$ cat src/rtl/sparse_sel_sched.sv
// Sequencer for the 8-to-4 activation selector: pairs 2:4 metadata bytes with
// 64-bit activation groups, checks nibble legality and counts groups per tile.
module sparse_sel_sched #(
    parameter int META_DEPTH = 4,
    parameter int GCNT_W     = 8
) (
    input  logic              clk,
    input  logic              rst,
    input  logic              cfg_start,
    input  logic [GCNT_W-1:0] cfg_num_groups,
    output logic              busy,
    input  logic              meta_valid,
    output logic              meta_ready,
    input  logic [7:0]        meta_data,
    input  logic              act_valid,
    output logic              act_ready,
    input  logic [63:0]       act_data,
    output logic              mux_valid,
    input  logic              mux_ready,
    output logic [63:0]       mux_act,
    output logic [7:0]        mux_sel,
    output logic [GCNT_W-1:0] grp_idx,
    output logic              tile_done,
    output logic              meta_err
);
    localparam int AW = $clog2(META_DEPTH);

    typedef enum logic [1:0] {S_IDLE, S_RUN, S_DONE} state_t;
    state_t state, state_nxt;

    logic [GCNT_W-1:0] n_q, meta_cnt, issue_cnt, cons_cnt;
    logic [7:0]        fifo [META_DEPTH];
    logic [AW:0]       wr_ptr, rd_ptr;
    logic [7:0]        head;
    logic              fifo_empty, fifo_full, run, start, push, pop, out_hs;

    // A nibble names two kept lanes of four; they must be strictly ascending.
    function automatic logic nib_ok(input logic [3:0] nb);
        return nb[1:0] < nb[3:2];
    endfunction

    assign fifo_empty = (wr_ptr == rd_ptr);
    assign fifo_full  = (wr_ptr[AW] != rd_ptr[AW]) && (wr_ptr[AW-1:0] == rd_ptr[AW-1:0]);
    assign head       = fifo[rd_ptr[AW-1:0]];

    assign run        = (state == S_RUN);
    assign start      = (state == S_IDLE) && cfg_start;
    assign busy       = (state != S_IDLE);
    assign tile_done  = (state == S_DONE);
    assign meta_ready = run && !fifo_full && (meta_cnt < n_q);
    assign act_ready  = run && !fifo_empty && (issue_cnt < n_q) && (!mux_valid || mux_ready);
    assign push       = meta_valid && meta_ready;
    assign pop        = act_valid && act_ready;
    assign out_hs     = mux_valid && mux_ready;

    always_ff @(posedge clk or posedge rst) begin
        if (rst) state <= S_IDLE;
        else     state <= state_nxt;
    end

    always_comb begin
        state_nxt = state;
        case (state)
            S_IDLE: if (cfg_start) state_nxt = (cfg_num_groups == '0) ? S_DONE : S_RUN;
            S_RUN:  if (out_hs && (GCNT_W'(cons_cnt + 1'b1) == n_q)) state_nxt = S_DONE;
            S_DONE: state_nxt = S_IDLE;
            default: state_nxt = S_IDLE;
        endcase
    end

    always_ff @(posedge clk or posedge rst) begin
        if (rst) begin
            n_q       <= '0;
            meta_cnt  <= '0;
            issue_cnt <= '0;
            cons_cnt  <= '0;
            wr_ptr    <= '0;
            rd_ptr    <= '0;
        end else if (start) begin
            n_q       <= cfg_num_groups;
            meta_cnt  <= '0;
            issue_cnt <= '0;
            cons_cnt  <= '0;
            wr_ptr    <= '0;
            rd_ptr    <= '0;
        end else begin
            if (push) begin
                meta_cnt <= meta_cnt + 1'b1;
                wr_ptr   <= wr_ptr + 1'b1;
            end
            if (pop) begin
                issue_cnt <= issue_cnt + 1'b1;
                rd_ptr    <= rd_ptr + 1'b1;
            end
            if (out_hs) cons_cnt <= cons_cnt + 1'b1;
        end
    end

    // Storage needs no reset; emptiness is carried by the pointers alone.
    always_ff @(posedge clk) begin
        if (push) fifo[wr_ptr[AW-1:0]] <= meta_data;
    end

    always_ff @(posedge clk or posedge rst) begin
        if (rst) begin
            mux_valid <= 1'b0;
            mux_act   <= '0;
            mux_sel   <= '0;
            grp_idx   <= '0;
        end else if (pop) begin
            mux_valid <= 1'b1;
            mux_act   <= act_data;
            mux_sel   <= head;
            grp_idx   <= issue_cnt;
        end else if (out_hs) begin
            mux_valid <= 1'b0;
        end
    end

    // Illegal metadata is flagged but the pair still goes out untouched.
    always_ff @(posedge clk or posedge rst) begin
        if (rst)        meta_err <= 1'b0;
        else if (start) meta_err <= 1'b0;
        else if (pop && (!nib_ok(head[3:0]) || !nib_ok(head[7:4]))) meta_err <= 1'b1;
    end

endmodule
$ cat config.mk
export PLATFORM = sky130hd
export DESIGN_NAME = sparse_sel_sched
export DESIGN_NICKNAME = d
export VERILOG_FILES = /design/src/rtl/sparse_sel_sched.sv
export SDC_FILE = /design/constraint.sdc
export NUM_CORES = 1
export LEC_CHECK = 0
export ABC_AREA = 1
export CAP_MARGIN = 20
export CORE_MARGIN = 2
export CORE_UTILIZATION = 50
export DETAILED_ROUTE_END_ITERATION = 8
export PLACE_DENSITY = 0.83
export SYNTH_ARGS = -nofsm -noshare
export SYNTH_HDL_FRONTEND = slang
export SYNTH_SLANG_ARGS = --single-unit
$ cat constraint.sdc
create_clock -name clk -period 5.7 [get_ports clk]
set_input_delay 1.14 -clock clk [delete_from_list [all_inputs] [get_ports clk]]
set_output_delay 1.14 -clock clk [all_outputs]
set_load 0.005 [all_outputs]
==> out/results.tsv <==
stage	metric	value	unit
floorplanning	width of the chip	123	microns
setup_path	number of buffers and inverters on the critical path	2	
clock_network	Inserted Clock Buffers	17	
min_path	Hold Crit Class	reg2reg	
floorplanning	Std-Cell Core Area	13900	sq um
timing	worst slack on hold paths	0.469	ns
logic_synthesis	Post-synth EDFFs	32	
drt	wire length per cell	15.0	microns
placement	half-perimeter wire length after detailed placement	11.6	mm
layout	share of cells above drive strength 1	4.02	%
grt	global-route wire length before repair	27.6	mm
layout	number of cells in the finished layout apart from fillers	1149	
setup_path	cell mode on critical path	sky130_fd_sc_hd__nand3_1	
floorplanning	I/O pin count	172	
placement	DP Cell Count	1117	
clock_network	root buffer selected by CTS	sky130_fd_sc_hd__clkbuf_16	
timing	largest clock skew in the final design	0.0118	ns
logic_synthesis	area share of the largest cell type after synthesis	43.1	%
layout	number of nets at the end of the flow	1066	
drt	overall via count from detail_route	6037	
layout	final antenna diode count	0	
floorplanning	y dimension of the die	123	microns
logic_synthesis	Net Count, Synth	910	
timing	number of slew-limit violations in the final report	0	
logic_synthesis	Top FF cell, synth	sky130_fd_sc_hd__dfrtp_1	
timing	Final Hold Fails	0	
logic_synthesis	YS warnings	0	
clock_network	clock tree from TritonCTS	built	
logic_synthesis	synth top area cells	sky130_fd_sc_hd__dfrtp_1 (43%), sky130_fd_sc_hd__nand2_1 (15%), sky130_fd_sc_hd__edfxtp_1 (14%)	
setup_path	cell family with most CP delay	flip-flops	
pwr	fraction of power consumed by the clock network	23.5	%
placement	final estimated routing congestion in global placement	0.841	
placement	I/O Buffers	171	
pwr	Pint	0.00295	W
grt	remaining global-route overflow	0	
logic_synthesis	top cell type by total area after synthesis	sky130_fd_sc_hd__dfrtp_1	
setup_path	Critical Path Fanout Max	20	
setup_path	worst path arrival time	2.46	ns
clock_network	number of sinks handled by clock tree synthesis	154	
timing	maximum operating frequency	0.278	GHz
clock_network	post-CTS setup buffer count	0	
setup_path	Critical Path, Cell by Cell	xnor2_1 > nand3_1 > nand2_1 > inv_2 > nand3_1 > nor2_4 > clkdlybuf4s50_1	
clock_network	maximum buffer depth of the clock tree	2	
setup_path	longest individual stage delay on the worst path	0.76	ns
grt	initial antenna violation count	0	
setup_path	cell with the largest stage delay on the worst path	sky130_fd_sc_hd__dfrtp_1	
pwr	logic gate share of total power	39.3	%
pwr	Pwr Density	484	nW/um^2
pwr	relative contribution of sequential cells to total power	37.2	%
drt	routed wire length	17.3	mm
setup_path	kind of launch point of the worst setup path	register	
pwr	switching power share of the total	35.5	%
drt	detailed-route DRC error count	0	
floorplanning	Die Area	15100	sq um
clock_network	register clock-pin slew on the reported worst setup and hold paths	0.06	ns
clock_network	htree depth	4	
grt	vias in the first global route	5729	
drt	via-per-instance ratio	5.25	
timing	relative slew slack	33.4	%
timing	Worst Max-Slew Pin Slew	0.999	ns
timing	final setup TNS	0	ns
job	number of max-capacitance violations reported	0	
timing	final setup violation count	0	
clock_network	CTS-repair resized insts	0	
pwr	Leakage Power	4.55	nW
timing	fin crit period	3.60	ns
floorplanning	num rows	43	
logic_synthesis	most instantiated library cell after synthesis	sky130_fd_sc_hd__nand2_1	
logic_synthesis	sequential element share of the synthesized area	56.6	%
clock_network	clock insertion delay at the later pin of the skew report	0.42	ns
setup_path	startpoint-to-endpoint class of the critical path	reg2out	
drt	number of detailed-routing iterations run before antenna repair	4	
timing	setup repair after global routing missed its margin	no	
logic_synthesis	leading cell types by count after synthesis	sky130_fd_sc_hd__nand2_1 (274), sky130_fd_sc_hd__dfrtp_1 (122), sky130_fd_sc_hd__nand3_1 (120), sky130_fd_sc_hd__inv_1 (59), sky130_fd_sc_hd__nor2_1 (33)	
setup_path	crit path capture type	output pin	
drt	Iteration-0 DRC Markers	474	
timing	Tcrit/Tclk final	63.2	%
grt	total global routing track utilization	23.6	%
logic_synthesis	cell area after synthesis	7090	sq um
logic_synthesis	cell count after synthesis	800	
floorplanning	initial core utilization	51.1	%
pwr	power dissipated by switching net loads	0.00162	W
logic_synthesis	proportion of register bits with asynchronous set or reset after synthesis	79.2	%
grt	pin count of the biggest net entering global routing	99	
logic_synthesis	Synth Register Bits	154	
clock_network	count of hold buffers inserted by post-cts repair	0	
drt	antenna-violating nets left	0	
logic_synthesis	count of different cell masters after synthesis	28	
setup_path	data required time of the critical path	4.56	ns
logic_synthesis	per-instance average area after synthesis	8.86	sq um
pwr	Max rail drop VDD	0.000271	V
layout	area growth from synthesis to layout	33.0	%
outcome	run status	completed	
## sequential cells by signal, summed over array words and instances (netlist names)
name	flops
cons_cnt	8
fifo	32
grp_idx	8
issue_cnt	8
meta_cnt	8
meta_err	1
mux_act	64
mux_sel	8
mux_valid	1
n_q	8
rd_ptr	3
state	2
wr_ptr	3
## cell families after synthesis
logic type,Yosys count,synth area share [%]
AND/OR/NAND/NOR,449,26.7
adder cells (fa/ha/maj),24,4.24
flip-flops,154,56.6
buffers and inverters,101,6.16
AO/OA/AOI/OAI,57,4.43
XOR/XNOR,15,1.85
## worst paths after layout
check	start	cells past startpoint	slack (ns)	end
max	rd_ptr[0]	7	2.10	act_ready
min	mux_act[28]	2	0.47	mux_act[28]
max reg2reg	rd_ptr[0]	9	2.15	mux_sel[4]
min reg2reg	mux_act[28]	2	0.47	mux_act[28]
max in group asynchronous	rst	3	3.68	mux_act[52]
min in group asynchronous	rst	2	1.07	cons_cnt[3]
## placed cells by master (no fill, tap or decap), types with 17 or more instances in the layout
master                              n
sky130_fd_sc_hd__nand2_1          274
sky130_fd_sc_hd__clkdlybuf4s50_1  170
sky130_fd_sc_hd__dfrtp_1          122
sky130_fd_sc_hd__nand3_1          120
sky130_fd_sc_hd__inv_1             58
sky130_fd_sc_hd__nor2_1            33
sky130_fd_sc_hd__edfxtp_1          32
sky130_fd_sc_hd__o21ai_0           31
sky130_fd_sc_hd__ha_1              24
sky130_fd_sc_hd__clkbuf_16         17
## worst register-to-register path: cells and delay by family (launching register included)
| kind | cells | cell delay [ns] |
|---|---|---|
| simple gates | 5 | 1.28 |
| flops | 1 | 0.76 |
| buf+inv | 2 | 0.75 |
| compound gates | 1 | 0.48 |
| xor+xnor | 1 | 0.18 |
## layer usage
metal,global-route usage [%],vias to the layer above,routed length [microns]
met2,41.1,228,8720
met5,0,-,0
li1,-,2934,-
met4,9.94,0,403
met1,28.8,2847,6950
met3,4.38,28,1220
## power by group through the flow
stage / Sequential [W] / Clock, W / Combinational, W
floorplan: 0.00170 / 0 / 0.000974
global placement: 0.00170 / 0 / 0.00174
detailed placement: 0.00171 / 0 / 0.00180
CTS: 0.00170 / 0.00109 / 0.00181
global route: 0.00174 / 0.00114 / 0.00203
finish: 0.00170 / 0.00107 / 0.00180
## layout make-up
| cell class | count | area [sq um] |
|---|---|---|
| clock buffers | 24 | 482 |
| clock inverters | 8 | 86.3 |
| multi-input cells | 545 | 2640 |
| fillers | 1097 | 4450 |
| well taps | 180 | 225 |
| repair buffers | 176 | 1740 |
| flip-flops and latches | 154 | 4010 |
| inverters | 62 | 235 |
## stage by stage
stage | setup WS, ns | instance area (sq um) | util (%) | total power, W
2_1_floorplan | 1.32 | 7090 | - | 0.00267
3_3_place_gp | 1.83 | 8860 | 63.8 | 0.00344
3_5_place_dp | 1.77 | 8860 | 63.8 | 0.00351
4_1_cts | 2.05 | 9430 | 67.9 | 0.00460
5_1_grt | 1.81 | 9430 | 67.9 | 0.00491
6_report | 2.10 | 9430 | 67.9 | 0.00457
Power figures use the tool's default switching activity.
